--- config.mk ---
export PLATFORM = sky130hd
export DESIGN_NAME = bcd_clock_core
export DESIGN_NICKNAME = d
export VERILOG_FILES = /design/src/rtl/bcd_clock_core_pkg.sv /design/src/rtl/bcd_clock_core_field.sv /design/src/rtl/bcd_clock_core.sv
export SDC_FILE = /design/constraint.sdc
export NUM_CORES = 1
export LEC_CHECK = 0
export BUFFER_PORTS_ARGS = -buffer_cell sky130_fd_sc_hd__buf_2
export CELL_PAD_IN_SITES_DETAIL_PLACEMENT = 1
export CELL_PAD_IN_SITES_GLOBAL_PLACEMENT = 1
export CORE_MARGIN = 2
export CORE_UTILIZATION = 46
export CTS_BUF_LIST = sky130_fd_sc_hd__clkbuf_8
export DETAILED_ROUTE_END_ITERATION = 8
export GPL_ROUTABILITY_DRIVEN = 0
export GPL_TIMING_DRIVEN = 0
export PLACE_DENSITY_LB_ADDON = 0.05
export RECOVER_POWER = 25
export SYNTH_ARGS = -nofsm -noshare
export SYNTH_HDL_FRONTEND = slang
export SYNTH_HIERARCHICAL = 1
export SYNTH_SLANG_ARGS = --single-unit
--- constraint.sdc ---
create_clock -name clk -period 5.5 [get_ports clk]
set_clock_uncertainty 0.05 [all_clocks]
set_input_delay 0.55 -clock clk [delete_from_list [all_inputs] [get_ports clk]]
set_output_delay 0.55 -clock clk [all_outputs]
set_load 0.02 [all_outputs]
--- src/rtl/bcd_clock_core_pkg.sv ---
`default_nettype none
// ============================================================================
// Module   : bcd_clock_core_pkg
// Purpose  : Shared constants and helpers for the BCD clock core: the
//            7-segment code table, the maximum value of a non-top field and
//            the BCD field validity check.
// Ports    : (package - none)
// Revision : 1.0  initial release
// ============================================================================
package bcd_clock_core_pkg;

    // Active-high segment codes {g,f,e,d,c,b,a}; element k is the code of digit k.
    localparam logic [9:0][6:0] c_SEG_TABLE = {
        7'b1101111,   // 9
        7'b1111111,   // 8
        7'b0000111,   // 7
        7'b1111101,   // 6
        7'b1101101,   // 5
        7'b1100110,   // 4
        7'b1001111,   // 3
        7'b1011011,   // 2
        7'b0000110,   // 1
        7'b0111111    // 0
    };

    // Minutes and seconds fields both run 00..59.
    localparam int c_FIELD_MAX = 59;

    // A field is valid when both nibbles are decimal digits and the
    // decimal value does not exceed the field maximum.
    function automatic logic bcd_field_valid(input logic [7:0] field, input int max_val);
        logic digits_ok;
        int   dec_val;
        digits_ok = (field[7:4] <= 4'd9) && (field[3:0] <= 4'd9);
        dec_val   = int'(field[7:4]) * 10 + int'(field[3:0]);
        return digits_ok && (dec_val <= max_val);
    endfunction

    // Non-decimal codes blank the digit.
    function automatic logic [6:0] seg_code(input logic [3:0] digit);
        logic [6:0] code;
        code = 7'b0000000;
        for (int k = 0; k < 10; k++) begin
            if (digit == 4'(k)) begin
                code = c_SEG_TABLE[k];
            end
        end
        return code;
    endfunction

endpackage
`default_nettype wire

--- src/rtl/bcd_clock_core_field.sv ---
`default_nettype none
// ============================================================================
// Module   : bcd_field_counter
// Purpose  : One two-digit BCD field counting 00..MAX_VAL with a load path
//            and a carry-out into the next more-significant field.
// Ports    : clk, reset      - clock, asynchronous active-high reset
//            inc             - advance by one this cycle
//            load, load_val  - load a (pre-validated) BCD value
//            value           - current field value (BCD)
//            next_val        - value the field takes if it advances
//            at_max          - field currently holds MAX_VAL
//            carry           - field advances from MAX_VAL to 00
// Revision : 1.0  initial release
// ============================================================================
module bcd_field_counter
    import bcd_clock_core_pkg::*;
#(
    parameter int MAX_VAL = c_FIELD_MAX
) (
    input  logic       clk,
    input  logic       reset,
    input  logic       inc,
    input  logic       load,
    input  logic [7:0] load_val,
    output logic [7:0] value,
    output logic [7:0] next_val,
    output logic       at_max,
    output logic       carry
);

    localparam logic [7:0] c_MAX_BCD = {4'(MAX_VAL / 10), 4'(MAX_VAL % 10)};

    logic [7:0] r_value;

    assign value  = r_value;
    assign at_max = (r_value == c_MAX_BCD);
    assign carry  = inc & at_max;

    always_comb begin
        next_val = r_value;
        if (r_value == c_MAX_BCD) begin
            next_val = 8'h00;
        end else if (r_value[3:0] == 4'd9) begin
            next_val = {r_value[7:4] + 4'd1, 4'd0};
        end else begin
            next_val = {r_value[7:4], r_value[3:0] + 4'd1};
        end
    end

    // Load wins over an increment in the same cycle.
    always_ff @(posedge clk or posedge reset) begin
        if (reset) begin
            r_value <= 8'h00;
        end else if (load) begin
            r_value <= load_val;
        end else if (inc) begin
            r_value <= next_val;
        end
    end

endmodule
`default_nettype wire

--- src/rtl/bcd_clock_core.sv ---
`default_nettype none
// ============================================================================
// Module   : bcd_clock_core
// Purpose  : BCD time-of-day counter (MM:SS or HH:MM:SS) with one-second
//            prescaler, validated time/alarm loads, alarm match pulse and a
//            multiplexed 7-segment display driver.
// Ports    : clk, reset            - clock, asynchronous active-high reset
//            run                   - 1 = count, 0 = hold
//            load, load_time       - time load strobe and value
//            alarm_load/alarm_value- alarm load strobe and value
//            alarm_en              - enables alarm_hit
//            show_alarm            - display alarm (1) or time (0)
//            time_out, alarm_out   - current time / stored alarm (BCD)
//            tick, rollover        - second pulse, all-max-to-zero pulse
//            alarm_hit, load_err   - alarm match pulse, rejected load pulse
//            seg_an, seg_cat       - one-hot digit enable, segment code
// Revision : 1.0  initial release
// ============================================================================
module bcd_clock_core
    import bcd_clock_core_pkg::*;
#(
    parameter int NUM_FIELDS = 2,
    parameter int TOP_MAX    = 59,
    parameter int TICK_DIV   = 100000000,
    parameter int SCAN_DIV   = 100000
) (
    input  logic                    clk,
    input  logic                    reset,
    input  logic                    run,
    input  logic                    load,
    input  logic [8*NUM_FIELDS-1:0] load_time,
    input  logic                    alarm_load,
    input  logic [8*NUM_FIELDS-1:0] alarm_value,
    input  logic                    alarm_en,
    input  logic                    show_alarm,
    output logic [8*NUM_FIELDS-1:0] time_out,
    output logic [8*NUM_FIELDS-1:0] alarm_out,
    output logic                    tick,
    output logic                    rollover,
    output logic                    alarm_hit,
    output logic                    load_err,
    output logic [2*NUM_FIELDS-1:0] seg_an,
    output logic [6:0]              seg_cat
);

    localparam int W  = 8 * NUM_FIELDS;
    localparam int D  = 2 * NUM_FIELDS;
    localparam int PW = (TICK_DIV > 1) ? $clog2(TICK_DIV) : 1;
    localparam int SW = (SCAN_DIV > 1) ? $clog2(SCAN_DIV) : 1;
    localparam int IW = $clog2(D);

    localparam logic [PW-1:0] c_PRESC_MAX = PW'(TICK_DIV - 1);
    localparam logic [SW-1:0] c_SCAN_MAX  = SW'(SCAN_DIV - 1);
    localparam logic [IW-1:0] c_IDX_MAX   = IW'(D - 1);

    // ------------------------------------------------------------------
    // Load validation
    // ------------------------------------------------------------------
    logic w_time_valid;
    logic w_alarm_valid;
    logic w_load_ok;

    always_comb begin
        w_time_valid  = 1'b1;
        w_alarm_valid = 1'b1;
        for (int i = 0; i < NUM_FIELDS; i++) begin
            if (!bcd_field_valid(load_time[8*i +: 8],
                                 (i == NUM_FIELDS - 1) ? TOP_MAX : c_FIELD_MAX)) begin
                w_time_valid = 1'b0;
            end
            if (!bcd_field_valid(alarm_value[8*i +: 8],
                                 (i == NUM_FIELDS - 1) ? TOP_MAX : c_FIELD_MAX)) begin
                w_alarm_valid = 1'b0;
            end
        end
    end

    assign w_load_ok = load & w_time_valid;

    // ------------------------------------------------------------------
    // One-second prescaler
    // ------------------------------------------------------------------
    logic [PW-1:0] r_presc;
    logic          w_tick;
    logic          w_advance;

    // Gating with reset keeps tick low during reset even when TICK_DIV = 1.
    assign w_tick    = run & (r_presc == c_PRESC_MAX) & ~reset;
    // A coincident valid load discards the increment but not the tick.
    assign w_advance = w_tick & ~w_load_ok;
    assign tick      = w_tick;

    always_ff @(posedge clk or posedge reset) begin
        if (reset) begin
            r_presc <= '0;
        end else if (w_load_ok) begin
            r_presc <= '0;
        end else if (run) begin
            r_presc <= (r_presc == c_PRESC_MAX) ? '0 : r_presc + 1'b1;
        end
    end

    // ------------------------------------------------------------------
    // Field counter chain
    // ------------------------------------------------------------------
    logic [NUM_FIELDS-1:0] w_inc;
    logic [NUM_FIELDS-1:0] w_carry;
    logic [NUM_FIELDS-1:0] w_at_max;
    logic [W-1:0]          w_time;
    logic [W-1:0]          w_time_adv;   // time after this cycle's advance

    for (genvar i = 0; i < NUM_FIELDS; i++) begin : g_field
        logic [7:0] w_next;

        if (i == 0) begin : g_lsb
            assign w_inc[i] = w_advance;
        end else begin : g_chain
            assign w_inc[i] = w_carry[i-1];
        end

        bcd_field_counter #(
            .MAX_VAL ((i == NUM_FIELDS - 1) ? TOP_MAX : c_FIELD_MAX)
        ) u_field (
            .clk      (clk),
            .reset    (reset),
            .inc      (w_inc[i]),
            .load     (w_load_ok),
            .load_val (load_time[8*i +: 8]),
            .value    (w_time[8*i +: 8]),
            .next_val (w_next),
            .at_max   (w_at_max[i]),
            .carry    (w_carry[i])
        );

        assign w_time_adv[8*i +: 8] = w_inc[i] ? w_next : w_time[8*i +: 8];
    end

    assign time_out = w_time;
    // The top field only carries when every lower field was also at max.
    assign rollover = w_carry[NUM_FIELDS-1];

    // ------------------------------------------------------------------
    // Alarm register, alarm match and load error pulses
    // ------------------------------------------------------------------
    logic [W-1:0] r_alarm;
    logic         r_alarm_hit;
    logic         r_load_err;

    always_ff @(posedge clk or posedge reset) begin
        if (reset) begin
            r_alarm     <= '0;
            r_alarm_hit <= 1'b0;
            r_load_err  <= 1'b0;
        end else begin
            if (alarm_load && w_alarm_valid) begin
                r_alarm <= alarm_value;
            end
            // Only a tick-driven advance can hit; a load into the alarm
            // value never does.
            r_alarm_hit <= alarm_en & w_advance & (w_time_adv == r_alarm);
            r_load_err  <= (load & ~w_time_valid) | (alarm_load & ~w_alarm_valid);
        end
    end

    assign alarm_out = r_alarm;
    assign alarm_hit = r_alarm_hit;
    assign load_err  = r_load_err;

    // ------------------------------------------------------------------
    // Display scan
    // ------------------------------------------------------------------
    logic [SW-1:0] r_scan_cnt;
    logic [IW-1:0] r_scan_idx;
    logic [IW-1:0] w_idx_next;
    logic          w_scan_wrap;
    logic [W-1:0]  w_src;
    logic [3:0]    w_digit;
    logic [6:0]    r_seg_cat;

    assign w_scan_wrap = (r_scan_cnt == c_SCAN_MAX);
    assign w_src       = show_alarm ? r_alarm : w_time;

    always_comb begin
        w_idx_next = r_scan_idx;
        if (w_scan_wrap) begin
            w_idx_next = (r_scan_idx == c_IDX_MAX) ? '0 : r_scan_idx + 1'b1;
        end
    end

    // The segment register is loaded with the digit the index is moving to,
    // so seg_cat and seg_an change on the same edge.
    always_comb begin
        w_digit = 4'd0;
        for (int k = 0; k < D; k++) begin
            if (w_idx_next == IW'(k)) begin
                w_digit = w_src[4*k +: 4];
            end
        end
    end

    always_ff @(posedge clk or posedge reset) begin
        if (reset) begin
            r_scan_cnt <= '0;
            r_scan_idx <= '0;
            r_seg_cat  <= c_SEG_TABLE[0];
        end else begin
            r_scan_cnt <= w_scan_wrap ? '0 : r_scan_cnt + 1'b1;
            r_scan_idx <= w_idx_next;
            r_seg_cat  <= seg_code(w_digit);
        end
    end

    always_comb begin
        seg_an = '0;
        for (int k = 0; k < D; k++) begin
            seg_an[k] = (r_scan_idx == IW'(k));
        end
    end

    assign seg_cat = r_seg_cat;

endmodule
`default_nettype wire

* Yosys cells after proc, flatten, opt, wreduce, memory -nomap -nowiden
Cells that the tools add are included. Widths: inputs -> output; s select.
Cells by class: add/subtract/negate cells 11, multiply operators 4, $lt $le $gt $ge 12, equal/unequal tests 22, mux-type cells 33, bitwise gates (word level) 15, reductions and logical operators 13
Operators with widths (count):
- $mux 27 | 3
- $mux 8 | 8
- $mux 7 | 9
- $add 8x4->9 | 4
- $le 9x6->1 const B | 4
- $le 4x4->1 const B | 8
- $mul 4x3->7 const B | 4
- $add 27x1->27 const B | 1
- $eq 27x27->1 const B | 1
- $add 17x1->17 const B | 1
- $eq 17x17->1 const B | 1
- $mux 17 | 1
- $add 4x1->4 const B | 4
- $eq 16x16->1 | 1
- $eq 4x3->1 const B | 4
- $eq 4x4->1 const B | 4
- $eq 8x7->1 const B | 2
- $mux 16 | 1
- $mux 4 | 4
- $and 1x1->1 | 10
- $logic_and 1x1->1 | 9
- $eq 2x2->1 const B | 4
- $eq 4x2->1 const B | 2
- $mux 6 | 1
- 10 further kinds | 19
Word-level totals: register bits 87, input bits 39, output and inout bits 47, word-level logic and storage cells 119

* Depth between registers and ports, before layout
Gate-level depths: netlist of the first run.
depth in word-level cells 19, gate-level depth with buffers 17, mapped depth without buffers 15

* By module
Netlist of the first run, hierarchy kept.
By module, submodules not included:
- bcd_clock_core | times used 1, cells each 495, area each 4967.3 um^2, seq. area each 1784.2 um^2
- bcd_field_counter | times used 2, cells each 75, area each 614.3 um^2, seq. area each 200.2 um^2

* Worst setup path after synthesis of the first run
Ideal clock, no wire load.
kind input to register, start in load_time[5], end reg r_alarm_hit (netlist: alarm_hit), setup time 0.067 ns, data arrival time 4.646 ns, data required time 5.383 ns, path slack 0.737 ns, stages on the path 17, path buffers 2, path through ha_1 ha_1 fa_1 a21boi_0 o211ai_1 maj3_1 a2bb2oi_1 nor3_2 nor3_1 clkbuf_1 and3_1 clkbuf_1 mux2i_1 xor2_1 nand4_1 nor3_1 and3_1
Between the ends: cells in the longest elaborated chain, start to end 13, elaborated cells on any way between the ends 17, classes of those cells add/sub: 1; mul: 1; order compare: 2; eq/ne: 1; mux: 4; bitwise: 6; reduce/logical: 2
RTL lines:
- start, declared | line bcd_clock_core.sv:31 | input logic [8*NUM_FIELDS-1:0] load_time,
- $mul 4x3->7 | line bcd_clock_core_pkg.sv:35 | dec_val = int'(field[7:4]) * 10 + int'(field[3:0]);
- $add 8x4->9 | line bcd_clock_core_pkg.sv:35
- $le 9x6->1 | line bcd_clock_core_pkg.sv:36 | return digits_ok && (dec_val <= max_val);
- $logic_and 1x1->1 * | line bcd_clock_core_pkg.sv:36
- $mux 1 * (2 in a row) | line bcd_clock_core.sv:67 | if (!bcd_field_valid(load_time[8*i +: 8],
- $and 1x1->1 * | line bcd_clock_core.sv:78 | assign w_load_ok = load & w_time_valid;
- via w_load_ok | line bcd_clock_core.sv:61 | logic w_load_ok;
- $not 1->1 * | line bcd_clock_core.sv:90 | assign w_advance = w_tick & ~w_load_ok;
- $and 1x1->1 * | line bcd_clock_core.sv:90
- via w_advance | line bcd_clock_core.sv:85 | logic w_advance;
- $and 1x1->1 * | line bcd_clock_core_field.sv:37 | assign carry = inc & at_max;
- via w_carry[0] | line bcd_clock_core.sv:107 | logic [NUM_FIELDS-1:0] w_carry;
- $mux 8 *
- $eq 16x16->1 * | line bcd_clock_core.sv:160 | r_alarm_hit <= alarm_en & w_advance & (w_time_adv == r_alarm);
- $and 1x1->1 * | line bcd_clock_core.sv:160
- end signal, assigned | line bcd_clock_core.sv:160
- end, declared | line bcd_clock_core.sv:146 | logic r_alarm_hit;
Mark *: on every way through the listed nets, which the timed path passes. The rest lies on a longest branch. A chain may end at the register's enable or synchronous reset.

* Worst setup path after layout of the first run
start in load_time[13], end out rollover
Between the ends: cells in the longest elaborated chain, start to end 10, elaborated cells on any way between the ends 12, classes of those cells add/sub: 1; mul: 1; order compare: 2; mux: 1; bitwise: 5; reduce/logical: 2
RTL lines:
- $mul 4x3->7 | line bcd_clock_core_pkg.sv:35
- $add 8x4->9 | line bcd_clock_core_pkg.sv:35
- $le 9x6->1 | line bcd_clock_core_pkg.sv:36
- $logic_and 1x1->1 * | line bcd_clock_core_pkg.sv:36
- $mux 1 * | line bcd_clock_core.sv:67
- $and 1x1->1 * | line bcd_clock_core.sv:78
- via w_load_ok | line bcd_clock_core.sv:61
- $not 1->1 * | line bcd_clock_core.sv:90
- $and 1x1->1 * | line bcd_clock_core.sv:90
- via w_advance | line bcd_clock_core.sv:85
- $and 1x1->1 * | line bcd_clock_core_field.sv:37
- via w_carry[0] | line bcd_clock_core.sv:107
- $and 1x1->1 * | line bcd_clock_core_field.sv:37
- end, declared | line bcd_clock_core.sv:39 | output logic rollover,
Marked as above.

==> results.tsv, run 1 <==
stage	metric	value	unit
global_route	total track usage	0.239	
layout	layout cells sized above 1	0.218	
sta	Period Utilization, post-route	0.927	
placed_design	PortBufs	84	
power	Leak Pwr	0.00326	uW
sta	PnR worst setup slack	0.402	ns
setup_path	Critical Path Source Type	input pin	
placed_design	pre-CTS setup slack	-0.338	ns
floorplanning	Die Footprint	14400	um^2
yosys	Post-Synthesis Cell Area	6180	um^2
setup_path	Max FO, Critical Path	16	
routing	Pre-Repair DR Iteration Count	4	
routing	Routed WL per cell	18.1	um
global_route	GR Overflow Total	0	
setup_path	FF-to-FF Start	r_presc[0]$_DFFE_PP0P_	
layout	diode count	0	
layout	final non-filler cell total	920	
sta	Max Transition Viols Final	72	
min_path	Worst Hold Class	input pin to async pin	
clock_network	Post-CTS Repair Setup Buffers	0	
routing	drt first-iter violations	205	
sta	hold_ws	0.226	ns
outcome	status	finished, violations left	
floorplanning	IO Count	86	
clock_network	Clock Latency Late Sink	0.38	ns
yosys	syn_nets	732	
power	VDD IR max	0.199	mV
layout	register area	2180	um^2
layout	# nets final	828	
routing	routed via count	5267	
routing	drt via density	5.73	
routing	Post-DRT Antenna Nets	0	
power	Pwr Total	2510	uW
clock_network	Clock Tree Root	clkbuf_8	
setup_path	crit path from	load_time[13]	
clock_network	CTS tree	yes	
global_route	largest net degree at the start of global routing	72	
layout	area growth from synthesis to layout	14.0	%
placed_design	dpl cells	904	
global_route	first-pass GRT wire length	27.5	mm
floorplanning	core box area	13200	um^2
layout	FILL cells	1578	
setup_path	CP Class	input pin to output port	
clock_network	Worst-path clk slew	0.09	ns
yosys	Ys Warns	6	
placed_design	DP HPWL	13.0	mm
sta	setup TNS	0	ns
clock_network	CTS Sinks	87	
floorplanning	row count	42	
global_route	antenna violations before repair	0	
sta	minimum clock period	5.10	ns
layout	Multi-input gate area	3840	um^2
yosys	Mean Syn Cell Area	9.62	um^2
floorplanning	Die Ht	120	um
floorplanning	Initial Util	0.469	
yosys	Mapped Cells	643	
sta	unrepaired setup endpoints after global routing	no	
sta	Relative slew margins	-1.54	
sta	Final Setup Violations	0	
floorplanning	die width	120	um
clock_network	Num CTS Buffers	9	
setup_path	Req. time, crit path	4.90	ns
global_route	number of global-route vias before repair	5483	
setup_path	Crit path arrival time	4.50	ns
setup_path	Setup crit end kind	output port	
sta	final hold violations	0	
sta	Fmax achieved	0.196	GHz
power	PwrDens	356	nW/um^2
clock_network	clock buffer depth	2	
clock_network	H-tree levels	3	
routing	drt total wl	16.7	mm
sta	worst slew pin tran	3.81	ns
outcome	failing checks	capacitance limit, slew limit	
routing	# DRC	0	
run	max-cap violation count	1	
-- per-stage QoR --
| step | cell area [um^2] | util |
|---|---|---|
| floorplan | 6180 | - |
| global placement | 6820 | 0.517 |
| detailed placement | 6850 | 0.520 |
| CTS | 7070 | 0.536 |
| global route | 7050 | 0.535 |
| finish | 7050 | 0.535 |
-- layout make-up --
class,count,share of cell area
multi-input combinational,516,0.545
sequential,87,0.310
timing repair buffer,85,0.0600
tap,176,0.0312
clock buffer,9,0.0176
inverter,24,0.0137
buffer,16,0.0119
clock inverter,7,0.0112
-- cell usage in the layout (no fill, tap or decap), types with 3 or more instances in the layout --
cell type / n
mux2_2: 19
nor3_1: 12
nor4_1: 5
nor3b_1: 7
and4_1: 4
clkbuf_2: 3
clkbuf_8: 9
ha_1: 42
nor2_1: 39
inv_6: 3
nand3b_1: 8
o21a_1: 4
o221a_2: 3
and3_1: 15
dfstp_2: 6
or4_1: 3
nor2b_1: 7
nand2b_1: 13
mux2i_4: 3
or3_1: 3
nand2_1: 56
and2_1: 3
o31ai_1: 5
o21ai_0: 52
dfrtp_1: 81
clkbuf_1: 10
buf_2: 85
nand3_1: 23
xnor2_1: 19
and3b_2: 4
a21oi_1: 30
fa_1: 8
mux2i_1: 22
a211o_1: 3
a21o_1: 5
xor2_1: 30
inv_1: 22
a31oi_1: 5
nand4_1: 16
-- layer usage --
metal  up-vias  global-route usage  wire length [um]
met2        71               0.430              8580
met3        23              0.0366               435
met1      2643               0.294              7310
met5         -                   0                 0
li1       2530                   -                 -
met4         0              0.0743               336
-- critical path: stages --
cell      delay (ns)
buf_2           0.14
ha_1            0.30
ha_1            0.23
inv_1           0.07
fa_1            0.44
or4_1           0.51
o21ai_0         0.17
o311ai_1        0.29
nor3_4          0.66
nor3_4          0.13
clkbuf_2        0.22
and3_1          0.23
clkbuf_2        0.21
and3_1          0.18
buf_2           0.15
-- what timing repair did --
| item | 4_1_cts | 5_1_grt |
|---|---|---|
| endpoints found under the setup margin | 1 | 2 |
| hold buffers | 0 | 0 |
| pin swaps | 0 | 0 |
| gates resized for setup | 2 | 7 |
| gates cloned | 0 | 0 |
-- report_power, final --
group	switching (uW)	total, uW	leakage (uW)	internal (uW)
Sequential	227	1020	0.00113	788
Clock	259	474	0.0000982	215
Combinational	579	1020	0.00203	445
Total	1060	2510	0.00326	1450
-- worst paths after layout --
| check | endpoint | slack (ns) | cells after the start |
|---|---|---|---|
| hold reg to reg | r_scan_cnt[0]$_DFF_PP0_ | 0.45 | 1 |
| setup / recovery | rollover | 0.40 | 15 |
| setup reg to reg | alarm_hit$_DFF_PP0_ | 1.51 | 13 |
| max in group asynchronous | alarm_hit$_DFF_PP0_ | 1.49 | 3 |
| min in group clk | g_field[1].u_field/value[0]$_DFFE_PP0P_ | 0.34 | 3 |
| hold / removal | g_field[1].u_field/value[6]$_DFFE_PP0P_ | 0.23 | 2 |
-- sequential cells by signal, summed over array words and instances, names as in the netlist --
name	flops
r_scan_cnt	17
alarm_hit	1
r_scan_idx	2
seg_cat	7
r_presc	27
g_field.u_field/value	16
load_err	1
alarm_out	16
Power figures use the tool's default switching activity.
==> inputs of run 2 (changes only) <==
--- a/config.mk
+++ b/config.mk
@@ -8,14 +8,15 @@
 export BUFFER_PORTS_ARGS = -buffer_cell sky130_fd_sc_hd__buf_2
 export CELL_PAD_IN_SITES_DETAIL_PLACEMENT = 1
 export CELL_PAD_IN_SITES_GLOBAL_PLACEMENT = 1
-export CORE_MARGIN = 2
-export CORE_UTILIZATION = 46
+export CORE_MARGIN = 3
+export CORE_UTILIZATION = 45
 export CTS_BUF_LIST = sky130_fd_sc_hd__clkbuf_8
 export DETAILED_ROUTE_END_ITERATION = 8
 export GPL_ROUTABILITY_DRIVEN = 0
 export GPL_TIMING_DRIVEN = 0
 export PLACE_DENSITY_LB_ADDON = 0.05
 export RECOVER_POWER = 25
+export REMOVE_ABC_BUFFERS = 1
 export SYNTH_ARGS = -nofsm -noshare
 export SYNTH_HDL_FRONTEND = slang
 export SYNTH_HIERARCHICAL = 1
==> results.tsv, run 2 (same netlist as run 1, synthesis figures left out) <==
stage	metric	value	unit
routing	Post-DRT Antenna Nets	0	
run	max-cap violation count	1	
setup_path	Max FO, Critical Path	27	
floorplanning	row count	42	
floorplanning	Die Footprint	15200	um^2
clock_network	H-tree levels	3	
layout	Top reg by flops	r_presc	
sta	Final Setup Violations	0	
clock_network	Num CTS Buffers	9	
layout	most frequent cells in the layout	buf_2, dfrtp_1, nand2_1	
sta	Period Utilization, post-route	0.935	
routing	drt via density	5.73	
power	Comb pwr share	0.411	
layout	# nets final	814	
power	PwrDens	351	nW/um^2
setup_path	Crit path arrival time	4.54	ns
placed_design	PortBufs	85	
power	Leak Pwr	0.00322	uW
power	Internal Power	1410	uW
layout	most common cell after layout, fill and taps aside	buf_2	
global_route	GR Overflow Total	0	
sta	Relative slew margins	-1.14	
power	Clk pwr share	0.177	
min_path	Worst Hold Class	input pin to async pin	
floorplanning	Initial Util	0.463	
routing	routed via count	5187	
placed_design	DP HPWL	12.5	mm
clock_network	CTS Sinks	87	
routing	drt first-iter violations	229	
sta	worst slew pin tran	3.20	ns
clock_network	hold-fix buffers at CTS	0	
power	Pwr Total	2460	uW
sta	Fmax achieved	0.195	GHz
power	Seq pwr share	0.412	
floorplanning	core box area	13300	um^2
layout	layout cells sized above 1	0.216	
setup_path	CP Class	input pin to output port	
floorplanning	IO Count	86	
sta	final hold violations	0	
routing	Routed WL per cell	18.0	um
clock_network	Worst-path clk slew	0.08	ns
global_route	total track usage	0.228	
layout	largest registers	r_presc x27, r_scan_cnt x17	
clock_network	Clock Latency Late Sink	0.39	ns
clock_network	clock buffer depth	2	
routing	Pre-Repair DR Iteration Count	4	
power	Sw Ratio	0.428	
layout	diode count	0	
global_route	first-pass GRT wire length	27.3	mm
sta	Max Transition Viols Final	72	
setup_path	Req. time, crit path	4.90	ns
floorplanning	die width	123	um
layout	area growth from synthesis to layout	13.1	%
floorplanning	Die Ht	123	um
sta	minimum clock period	5.14	ns
global_route	largest net degree at the start of global routing	72	
clock_network	CTS tree	yes	
layout	max FFs per register	27	
global_route	antenna violations before repair	0	
routing	# DRC	0	
outcome	failing checks	capacitance limit, slew limit	
clock_network	Post-CTS Repair Setup Buffers	0	
setup_path	Critical Path Source Type	input pin	
outcome	status	finished, violations left	
layout	Final Util	0.524	
power	P_sw	1050	uW
layout	FILL cells	1589	
power	VDD IR max	0.233	mV
routing	drt total wl	16.3	mm
sta	unrepaired setup endpoints after global routing	no	
global_route	number of global-route vias before repair	5538	
clock_network	Clock Tree Root	clkbuf_8	
setup_path	Setup crit end kind	output port	
run 2: final cells by class:
cell class | instances | area [um^2] | area share
multi-input combinational | 516 | 3850 | 0.551
sequential | 87 | 2180 | 0.312
timing repair buffer | 87 | 459 | 0.0657
tap | 176 | 220 | 0.0315
clock buffer | 10 | 138 | 0.0197
inverter | 24 | 96.3 | 0.0138
clock inverter | 6 | 45.0 | 0.00644
run 2: what timing repair did:
action / 4_1_cts / 5_1_grt
pin swaps: 0 / 0
gates resized for setup: 3 / 1
setup endpoints to repair: 4 / 1
run 2: worst max-delay path, cell delays in order:
cell and delay (ns):
buf_2 0.14, ha_1 0.30, ha_1 0.23, fa_1 0.54, a21boi_0 0.20, o211ai_1 0.13, maj3_1 0.34, a2bb2oi_1 0.39
nor3_4 0.14, buf_16 0.22, nor3_4 0.48, and3_4 0.49, and3_1 0.20, buf_2 0.16
run 2: final timing paths:
path / start / slack [ns] / to / cells after the start
min in group clk: load_time[8] / 0.33 / g_field[1].u_field/value[0]$_DFFE_PP0P_ / 3
max in group asynchronous: reset / 2.77 / alarm_out[15]$_DFFE_PP0P_ / 2
max: load_time[5] / 0.36 / rollover / 14
min reg2reg: r_scan_cnt[0]$_DFF_PP0_ / 0.45 / r_scan_cnt[0]$_DFF_PP0_ / 1
min: reset / 0.23 / g_field[1].u_field/value[7]$_DFFE_PP0P_ / 2
max reg2reg: r_presc[0]$_DFFE_PP0P_ / 1.62 / alarm_hit$_DFF_PP0_ / 11
run 2: per-stage QoR:
step | TNS [ns] | worst slack [ns] | instance area (um^2) | hold slack [ns] | std cells
CTS | 0 | 0.235 | 6990 | 0.134 | 906
detailed placement | -4.75 | -0.817 | 6800 | 0.429 | 890
finish | 0 | 0.360 | 6990 | 0.226 | 906
global placement | -6.41 | -0.969 | 6750 | 0.418 | 888
floorplan | 0 | 0.343 | 6100 | 0.316 | 627
global route | 0 | 0.119 | 6990 | 0.234 | 906
run 2: power groups by stage:
stage / clock, uW / sequential (uW) / combinational [uW]
after CTS: 449 / 1010 / 1020
final: 434 / 1010 / 1010
after global placement: 0 / 1020 / 978
after floorplan: 0 / 1100 / 574
after global routing: 477 / 1040 / 1130
after detailed placement: 0 / 1030 / 1010
run 2: layer usage:
| metal | GRT usage | vias up | routed length [um] |
|---|---|---|---|
| met4 | 0.0630 | 0 | 181 |
| met5 | 0 | - | 0 |
| met2 | 0.406 | 80 | 8390 |
| li1 | - | 2494 | - |
| met1 | 0.280 | 2597 | 7250 |
| met3 | 0.0439 | 16 | 517 |
==> inputs of run 3 (changes only) <==
--- a/config.mk
+++ b/config.mk
@@ -19,5 +19,4 @@
 export REMOVE_ABC_BUFFERS = 1
 export SYNTH_ARGS = -nofsm -noshare
 export SYNTH_HDL_FRONTEND = slang
-export SYNTH_HIERARCHICAL = 1
 export SYNTH_SLANG_ARGS = --single-unit
==> results.tsv, run 3 <==
stage	metric	value	unit
setup_path	Critical R2R Capture	alarm_hit$_DFF_PP0_	
sta	Max Transition Viols Final	60	
global_route	first-pass GRT wire length	30.9	mm
setup_path	Req. time, crit path	5.75	ns
sta	Period Utilization, post-route	0.872	
yosys	most frequent cell after synthesis	dfrtp_1	
min_path	Worst Hold Class	input pin to flop	
layout	layout cells sized above 1	0.196	
yosys	share of synthesized registers carrying an async set or reset	1.00	
setup_path	Worst R2R Setup Slack	1.38	ns
clock_network	clock buffer depth	2	
yosys	synth top area cells	dfrtp_1, ha_1, o21ai_0	
yosys	Ys Warns	0	
sta	Final Setup Violations	0	
floorplanning	Die Footprint	15500	um^2
clock_network	Post-CTS Repair Setup Buffers	0	
floorplanning	IO Count	86	
floorplanning	row count	42	
setup_path	CP Class	input pin to flop	
outcome	status	finished, violations left	
yosys	Primary FF master, synth	dfrtp_1	
layout	FILL cells	1659	
clock_network	Worst-path clk slew	0.10	ns
clock_network	CTS Sinks	87	
floorplanning	die width	124	um
setup_path	Crit path arrival time	5.05	ns
layout	Top reg by flops	r_presc	
setup_path	Top cell by count, worst path	ha_1	
layout	most frequent cells in the layout	buf_2, dfrtp_1, nand2_1	
sta	final hold violations	0	
placed_design	PortBufs	85	
setup_path	Slowest-stage cell, CP	nor2_2	
floorplanning	Die Ht	124	um
setup_path	FF-to-FF Start	r_presc[0]$_DFFE_PP0P_	
yosys	sequential share of the synthesized area	0.347	
floorplanning	Initial Util	0.468	
routing	drt total wl	18.7	mm
clock_network	H-tree levels	3	
routing	# DRC	0	
layout	area growth from synthesis to layout	12.5	%
clock_network	Post-CTS Resized	0	
routing	Post-DRT Antenna Nets	0	
yosys	Synth top area share	0.322	
setup_path	CP endpoint	r_presc[23]$_DFFE_PP0P_	
routing	Routed WL per cell	19.7	um
floorplanning	core box area	13500	um^2
yosys	Synth top cells by count	dfrtp_1, nand2_1, nor2_1	
clock_network	Num CTS Buffers	9	
sta	minimum clock period	4.79	ns
sta	hold_ws	0.341	ns
run	max-cap violation count	1	
sta	worst slew pin tran	3.21	ns
yosys	EDFF count, synth	0	
setup_path	largest stage delay on the critical path	0.82	ns
setup_path	CP top delay family	simple AND/OR/NAND/NOR gates	
outcome	failing checks	capacitance limit, slew limit	
power	VDD IR max	0.208	mV
layout	most common cell after layout, fill and taps aside	buf_2	
global_route	total track usage	0.243	
global_route	largest net degree at the start of global routing	60	
power	Leak Pwr	0.00306	uW
setup_path	Critical Path Source Type	input pin	
clock_network	hold-fix buffers at CTS	0	
global_route	GR Overflow Total	0	
yosys	Mapped Cells	692	
layout	diode count	0	
yosys	synthesized flop and latch total	87	
yosys	Mean Syn Cell Area	9.11	um^2
layout	largest registers	r_presc x27, r_scan_cnt x17	
routing	drt via density	6.07	
placed_design	DP HPWL	14.4	mm
sta	Fmax achieved	0.209	GHz
power	PwrDens	358	nW/um^2
clock_network	CTS tree	yes	
setup_path	worst reg-to-reg path cell count	9	
yosys	leading area contributor after synthesis	dfrtp_1	
setup_path	cell chain of the critical path	buf_2 > ha_1 > ha_1 > inv_1 > fa_1 > nor4b_1 > a31oi_1 > nor3_1 > nand4_1 > nor2_2 > nor2_1 > nand3b_1 > or3_1 > a21oi_1	
layout	max FFs per register	27	
global_route	antenna violations before repair	0	
global_route	number of global-route vias before repair	6051	
setup_path	Worst Path Buf+Inv	2	
layout	post-route cell area	7090	um^2
setup_path	Max FO, Critical Path	16	
sta	unrepaired setup endpoints after global routing	no	
clock_network	Clock Tree Root	clkbuf_8	
yosys	Post-Synthesis Cell Area	6300	um^2
routing	drt first-iter violations	445	
setup_path	CP Depth	14	
sta	Relative slew margins	-1.14	
routing	Pre-Repair DR Iteration Count	6	
layout	# nets final	856	
yosys	post-synth cell types	75	
clock_network	Clock Latency Late Sink	0.38	ns
routing	routed via count	5755	
placed_design	Area after DPL	6930	um^2
setup_path	Setup crit end kind	flop	
setup_path	crit path from	load_time[13]	
run 3: stage by stage:
step | setup WS (ns) | total power, uW | instances | util | TNS, ns
floorplan | 0.802 | 1690 | 669 | - | 0
global placement | -0.940 | 2030 | 930 | 0.510 | -11.36
detailed placement | 0.336 | 2100 | 932 | 0.515 | 0
CTS | 0.758 | 2550 | 948 | 0.529 | 0
global route | 0.452 | 2710 | 948 | 0.527 | 0
finish | 0.706 | 2540 | 948 | 0.527 | 0
run 3: area by class of cell:
class                      instances  area, um^2  area share
multi-input combinational        552        3930       0.554
tap                              176         220      0.0311
clock inverter                     6        51.3     0.00724
clock buffer                      10         138      0.0194
inverter                          30         114      0.0161
timing repair buffer              87         455      0.0643
sequential                        87        2180       0.308
run 3: how the worst min path moves through the flow:
stage,start,end,slack [ns],cells after the start
after global routing,alarm_value[0],alarm_out[0]$_DFFE_PP0P_,0.35,2
final,load_time[8],g_field[1].u_field.value[0]$_DFF_PP0_,0.34,3
after floorplan,r_scan_cnt[8]$_DFF_PP0_,r_scan_cnt[8]$_DFF_PP0_,0.40,1
after detailed placement,r_scan_cnt[0]$_DFF_PP0_,r_scan_cnt[0]$_DFF_PP0_,0.43,1
after global placement,r_scan_cnt[0]$_DFF_PP0_,r_scan_cnt[0]$_DFF_PP0_,0.42,1
after CTS,reset,r_presc[20]$_DFFE_PP0P_,0.12,2
run 3: kinds of logic (layout without fill, tap and decap cells):
| kind of cell | count (synthesis) | in the layout | synth area share |
|---|---|---|---|
| xor gates and xnor gates | 34 | 34 | 0.0473 |
| adders and majority gates | 50 | 50 | 0.109 |
| DFF | 87 | 87 | 0.347 |
| and+or+nand+nor | 268 | 268 | 0.219 |
| muxes | 35 | 35 | 0.0782 |
| buffers and inverters | 53 | 133 | 0.0320 |
| AOI/OAI and AO/OA | 165 | 165 | 0.168 |
run 3: layer usage:
layer	vias up	track usage	routed length [um]
li1	2680	-	-
met1	2905	0.306	8160
met2	128	0.421	9350
met3	42	0.0356	663
met4	0	0.0928	525
met5	-	0	0
run 3: power by group:
group / internal, uW / switching [uW] / leakage, uW
logic: 434 / 613 / 0.00187
registers: 791 / 254 / 0.00111
clock network: 183 / 263 / 0.0000875
run 3: worst register-to-register path, stage by stage, from the launching register on:
cell and delay, ns:
dfrtp_1 0.43, ha_1 0.24, nand4_1 0.23, or4b_4 0.62, nor4_2 0.85, o211ai_1 0.48
mux2i_1 0.27, a222oi_1 0.38, nor4b_2 0.29, o2111a_1 0.22
